`config.mk`:
```
export PLATFORM = sky130hd
export DESIGN_NAME = big_core_f2c_rsp_buf
export DESIGN_NICKNAME = d
export VERILOG_FILES = /design/src/rtl/big_core_f2c_rsp_buf.sv
export SDC_FILE = /design/constraint.sdc
export NUM_CORES = 1
export LEC_CHECK = 0
export ABC_AREA = 1
export ABC_CLOCK_PERIOD_IN_PS = 2500
export BUFFER_PORTS_ARGS = -buffer_cell sky130_fd_sc_hd__buf_2
export CAP_MARGIN = 40
export CORE_ASPECT_RATIO = 1.25
export CORE_MARGIN = 2
export CORE_UTILIZATION = 59
export DETAILED_ROUTE_END_ITERATION = 6
export PLACE_DENSITY = 0.8
export SLEW_MARGIN = 5
export SYNTH_ARGS = -nofsm -noshare
export SYNTH_HDL_FRONTEND = slang
export SYNTH_SLANG_ARGS = --single-unit
```
`constraint.sdc`:
```
create_clock -name Clk -period 2.5 [get_ports Clk]
set_input_delay 0.25 -clock Clk [delete_from_list [all_inputs] [get_ports Clk]]
set_output_delay 0.25 -clock Clk [all_outputs]
set_load 0.03 [all_outputs]
```
`src/rtl/big_core_f2c_rsp_buf.sv`:
```
// rtl/big_core_f2c_rsp_buf.sv - in-order Q505H read-response buffer with in-flight read credit
// Optional same-cycle response bypass is enabled by defining MAFIA_F2C_RSP_BYPASS_EN.

package big_core_f2c_pkg;
  typedef enum logic [1:0] {
    OP_RD     = 2'd0,
    OP_WR     = 2'd1,
    OP_RD_RSP = 2'd2
  } t_tile_op;

  typedef struct packed {
    t_tile_op    opcode;
    logic [3:0]  src_id;
    logic [31:0] address;
    logic [31:0] data;
  } t_tile_trans;
endpackage

module big_core_f2c_rsp_buf
  import big_core_f2c_pkg::*;
#(
  parameter int DEPTH        = 4,
  parameter int INFLIGHT_MAX = 3
) (
  input  logic                       Clk,
  input  logic                       RstN,
  input  logic                       InReqRdQ503H,
  output logic                       ReqReadyQ503H,
  input  logic                       InRspValidQ505H,
  input  t_tile_trans                InRspQ505H,
  output logic                       OutRspValid,
  output t_tile_trans                OutRsp,
  input  logic                       OutRspReady,
  output logic [$clog2(DEPTH+1)-1:0] Count,
  output logic                       OverflowErr
);

  localparam int PW = $clog2(DEPTH);
  localparam int CW = $clog2(DEPTH + 1);
  localparam int IW = $clog2(INFLIGHT_MAX + 1);
  localparam int SW = ((CW > IW) ? CW : IW) + 1;

  t_tile_trans   r_mem [DEPTH];
  logic [PW-1:0] r_wr_ptr;
  logic [PW-1:0] r_rd_ptr;
  logic [CW-1:0] r_count;
  logic [IW-1:0] r_inflight;
  logic          r_overflow;

  logic          w_empty;
  logic          w_full;
  logic          w_bypass;
  logic          w_byp_take;
  logic          w_pop;
  logic          w_push;
  logic [SW-1:0] w_credit_sum;

  assign w_empty = (r_count == '0);
  assign w_full  = (r_count == CW'(DEPTH));

`ifdef MAFIA_F2C_RSP_BYPASS_EN
  assign w_bypass = RstN && w_empty && InRspValidQ505H;
`else
  assign w_bypass = 1'b0;
`endif

  // A bypassed response taken by the fabric never touches storage.
  assign w_byp_take = w_bypass && OutRspReady;
  assign w_pop      = !w_empty && OutRspReady;
  assign w_push     = InRspValidQ505H && (!w_full || w_pop) && !w_byp_take;

  assign OutRspValid = !w_empty || w_bypass;
  assign OutRsp      = w_bypass ? InRspQ505H : r_mem[r_rd_ptr];
  assign Count       = r_count;
  assign OverflowErr = r_overflow;

  // Pops only return credit once Count has actually dropped.
  assign w_credit_sum  = SW'(r_count) + SW'(r_inflight);
  assign ReqReadyQ503H = RstN && (w_credit_sum < SW'(DEPTH));

  always_ff @(posedge Clk or negedge RstN) begin
    if (!RstN) begin
      for (int i = 0; i < DEPTH; i++) begin
        r_mem[i] <= '0;
      end
      r_wr_ptr <= '0;
      r_rd_ptr <= '0;
    end else begin
      if (w_push) begin
        r_mem[r_wr_ptr] <= InRspQ505H;
        r_wr_ptr        <= r_wr_ptr + PW'(1);
      end
      if (w_pop) begin
        r_rd_ptr <= r_rd_ptr + PW'(1);
      end
    end
  end

  always_ff @(posedge Clk or negedge RstN) begin
    if (!RstN) begin
      r_count    <= '0;
      r_overflow <= 1'b0;
    end else begin
      if (w_push && !w_pop) begin
        r_count <= r_count + CW'(1);
      end else if (w_pop && !w_push) begin
        r_count <= r_count - CW'(1);
      end
      if (InRspValidQ505H && w_full && !w_pop) begin
        r_overflow <= 1'b1;
      end
    end
  end

  always_ff @(posedge Clk or negedge RstN) begin
    if (!RstN) begin
      r_inflight <= '0;
    end else if (InReqRdQ503H && !InRspValidQ505H) begin
      if (r_inflight != IW'(INFLIGHT_MAX)) begin
        r_inflight <= r_inflight + IW'(1);
      end
    end else if (InRspValidQ505H && !InReqRdQ503H) begin
      if (r_inflight != '0) begin
        r_inflight <= r_inflight - IW'(1);
      end
    end
  end

endmodule

```
==> out/metrics.yaml <==
layout:
  synthToLayoutAreaGrowth_pct: 13.5
  layout.filler_cells: 1936
  area.sequential_mm2: 0.00726
  multi_input_comb_area_mm2: 0.00590
  layout.cell_area.non_filler_mm2: 0.0162
  post_route_cells_drive_above_1_share_pct: 13.7
  layout.nets: 1880
synthesis:
  yosys_warnings: 0
  post_synth_inst_count: 1710
  synth.cell_area_mm2: 0.0143
  synth_area_per_cell_um2: 8.34
  seq_area_frac_synth_pct: 50.9
  synthDistinctLibCells: 28
  synth.ff_latch_count: 290
  synth_nets: 1792
timing:
  max-slew-margin-rel_pct: 43.8
  timing.fmax_mhz: 410
  timing_max_transition_violations_final: 0
  setup_viol: 0
  hold_violations: 0
  final_period_demand_of_the_worst_path_ps: 2440
  post-route-period-util_pct: 97.6
  setup_repair_after_global_routing_missed_its_margin: "yes"
  finalClockSkew_ps: 6.06
  tightestPinTransition_ps: 842
  setup_slack_ps: 59.9
cts:
  clock_path_buffers: 3
  cts_setup_buffers: 0
  cts.htree.levels: 1
  clock_insertion_delay_worst_skew_ps: 540
  cts_made_buffers: 29
  cts_tree: "done"
  clockRootBuffer: "sky130_fd_sc_hd__clkbuf_16"
  clk_pin_slew_worst_paths_ps: 60
  tritoncts_num_sinks: 290
min_path:
  holdPathEnd: "r_mem[206]$_DFFE_PN0P_"
  hp-start: "InRspQ505H[66]"
  hold_path.class: "in -> reg"
  worstHoldPathCells: 3
setup_path:
  cp_data_required_time_ps: 2250
  critical_path.startpoint_type: "flop"
  critical_path.reg2reg.endpoint: "Count[2]$_DFFE_PN0P_"
  cp-end-kind: "output pin"
  critical_path_class: "reg -> out"
  timing.reg2reg.setup_slack_ps: 510
  crit_path_max_fanout: 22
  r2r.worst_path.cells: 9
  worstReg2RegStart: "Count[1]$_DFFE_PN0P_"
  arrival_ps: 2190
power_and_ir_drop:
  power.total_uw: 24300
  worst_ir_drop_vdd_v: 0.000913
  total_leakage_power_uw: 0.00819
  power.density_mw_per_mm2: 1500
global_routing:
  grt_max_degree: 153
  globalRoute.totalOverflow: 0
  grt_antenna_before_repair: 2
  first_global_vias: 12846
  groute.usage.overall_pct: 31.9
  wire_length_of_the_first_global_routing_pass_um: 65900
route:
  route.met3.wl_um: 3530
  routedWlPerCell_um: 19.0
  via_count: 13245
  routed_wl_um: 40700
  firstDrtPassIters: 5
  final_antenna_net_count: 0
  detailed_routing_wirelength_on_met1_um: 16500
  post_drt_via_cell_ratio: 6.18
  wl_met2_um: 19700
  detailedRoute.firstIterationViolations: 1564
  maxUsedRoutingLayer: "met4"
  drcViolationCount: 0
floorplanning:
  floorplan.initialDensity_pct: 60.1
  pin_count: 151
  coreArea_mm2: 0.0237
  die_y_um: 178
  die-area_mm2: 0.0254
  num_rows: 63
  chipWidth_um: 143
placement:
  numPortBuffers: 150
  pre_cts_slack_ps: 535
  hpwl_um: 21900
  post_dp_cell_area_mm2: 0.0149
  gp_congestion: 0.828
outcome:
  status: "finished, final reports clean"
flow_run:
  max-cap-violations: 0
-- logic make-up (layout without fill, tap and decap cells) --
family                   count (synthesis)  count (layout)  synth area share, %
AND/OR/NAND/NOR                       1011            1011                 32.2
adder cells (fa/ha/maj)                  7               7                0.667
flip-flops                             290             290                 50.9
buffers and inverters                  182             287                 7.75
AO/OA/AOI/OAI                          216             216                 8.23
XOR/XNOR                                 4               4                0.246
other                                    0               3                    0
-- per-stage QoR --
stage	utilization (%)	TNS, ps	cells	hold WS [ps]
after detailed placement	62.7	0	2056	453
after floorplan	-	0	1710	-45.6
after CTS	67.9	0	2139	0.182
after global placement	62.6	0	2055	448
after global routing	68.1	-9.12	2142	4.75
final	68.2	0	2143	10.2
-- power breakdown --
part	internal (uW)	leakage, uW	switching (uW)
sequential	6840	0.00363	1260
clock	2420	0.000443	1770
combinational	3630	0.00412	8390
-- worst max-delay path, cell delays in order, from the launching register on --
cell and delay, ps:
sky130_fd_sc_hd__dfrtp_4 610, sky130_fd_sc_hd__inv_2 190, sky130_fd_sc_hd__buf_6 210, sky130_fd_sc_hd__o21ai_0 130
sky130_fd_sc_hd__o22ai_1 230, sky130_fd_sc_hd__buf_2 260
-- what timing repair did --
item | 4_1_cts | 5_1_grt
resized for setup | 0 | 5
setup endpoints to repair | 0 | 14
endpoints found under the hold margin | 353 | 0
hold buffers | 35 | 0
-- final cells by class --
cell class | count | share of cell area (%)
antenna | 3 | 0.0464
clock buffer | 44 | 5.27
clock inverter | 4 | 0.279
inverter | 13 | 0.317
multi-input combinational | 1238 | 36.5
sequential | 290 | 44.9
tap | 325 | 2.51
timing repair buffer | 226 | 10.2
-- synthesized netlist by cell type, drive strengths merged --
library cell | number | share of area, %
nand2 | 580 | 15
dfrtp | 290 | 51
nand4 | 280 | 12
nor2 | 143 | 3.9
o21ai | 142 | 5.0
buf | 141 | 6.7
o22ai | 70 | 3.1
clkbuf | 28 | 0.75
inv | 13 | 0.34
nand3 | 8 | 0.63
ha | 6 | 0.53
a21oi | 2 | 0.070
xnor2 | 2 | 0.12
xor2 | 2 | 0.12
a31oi | 1 | 0.044
fa | 1 | 0.14
o21bai | 1 | 0.053
-- state kept, by name, indices dropped and copies added, names as in the netlist --
register     flops
r_wr_ptr         2
OverflowErr      1
r_inflight       2
r_rd_ptr         2
Count            3
r_mem          280
-- placed cells by master (no fill, tap or decap), types with 2 or more instances in the layout --
| master | Yosys | final |
|---|---|---|
| sky130_fd_sc_hd__clkbuf_16 | 0 | 30 |
| sky130_fd_sc_hd__ha_2 | 0 | 4 |
| sky130_fd_sc_hd__o22ai_1 | 70 | 70 |
| sky130_fd_sc_hd__inv_2 | 2 | 2 |
| sky130_fd_sc_hd__nand3_1 | 4 | 4 |
| sky130_fd_sc_hd__clkbuf_1 | 26 | 8 |
| sky130_fd_sc_hd__ha_1 | 6 | 2 |
| sky130_fd_sc_hd__clkbuf_8 | 0 | 8 |
| sky130_fd_sc_hd__a21oi_1 | 2 | 2 |
| sky130_fd_sc_hd__dfrtp_1 | 290 | 288 |
| sky130_fd_sc_hd__clkinv_2 | 0 | 3 |
| sky130_fd_sc_hd__nand3_4 | 4 | 4 |
| sky130_fd_sc_hd__xnor2_1 | 2 | 2 |
| sky130_fd_sc_hd__xor2_1 | 2 | 2 |
| sky130_fd_sc_hd__nand4_1 | 280 | 280 |
| sky130_fd_sc_hd__nor2_1 | 141 | 141 |
| sky130_fd_sc_hd__dlygate4sd3_1 | 0 | 35 |
| sky130_fd_sc_hd__nor2_4 | 2 | 2 |
| sky130_fd_sc_hd__buf_6 | 19 | 2 |
| sky130_fd_sc_hd__o21ai_0 | 142 | 142 |
| sky130_fd_sc_hd__buf_12 | 2 | 12 |
| sky130_fd_sc_hd__dfrtp_4 | 0 | 2 |
| sky130_fd_sc_hd__nand2_1 | 578 | 578 |
| sky130_fd_sc_hd__buf_4 | 4 | 24 |
| sky130_fd_sc_hd__buf_16 | 0 | 2 |
| sky130_fd_sc_hd__buf_2 | 84 | 148 |
| sky130_fd_sc_hd__diode_2 | 0 | 3 |
| sky130_fd_sc_hd__inv_1 | 11 | 10 |
-- how the worst max path moves through the flow --
stage,startpoint,to,slack (ps),cells past startpoint
after global routing,r_rd_ptr[0]$_DFFE_PN0P_,OutRsp[51],-8,5
after detailed placement,Count[1]$_DFFE_PN0P_,Count[2]$_DFFE_PN0P_,530,9
after floorplan,Count[1]$_DFFE_PN0P_,Count[2]$_DFFE_PN0P_,300,9
after global placement,Count[1]$_DFFE_PN0P_,Count[2]$_DFFE_PN0P_,590,9
final,r_rd_ptr[1]$_DFFE_PN0P_,OutRsp[43],60,5
after CTS,r_rd_ptr[0]$_DFFE_PN0P_,OutRsp[5],100,5
-- routing by layer --
metal	track usage, %	vias to the layer above
met3	5.37	77
met2	51.2	651
li1	-	6045
met5	0	-
met4	10.9	0
met1	44.3	6472
No activity file was read; power rests on OpenSTA's default activity.
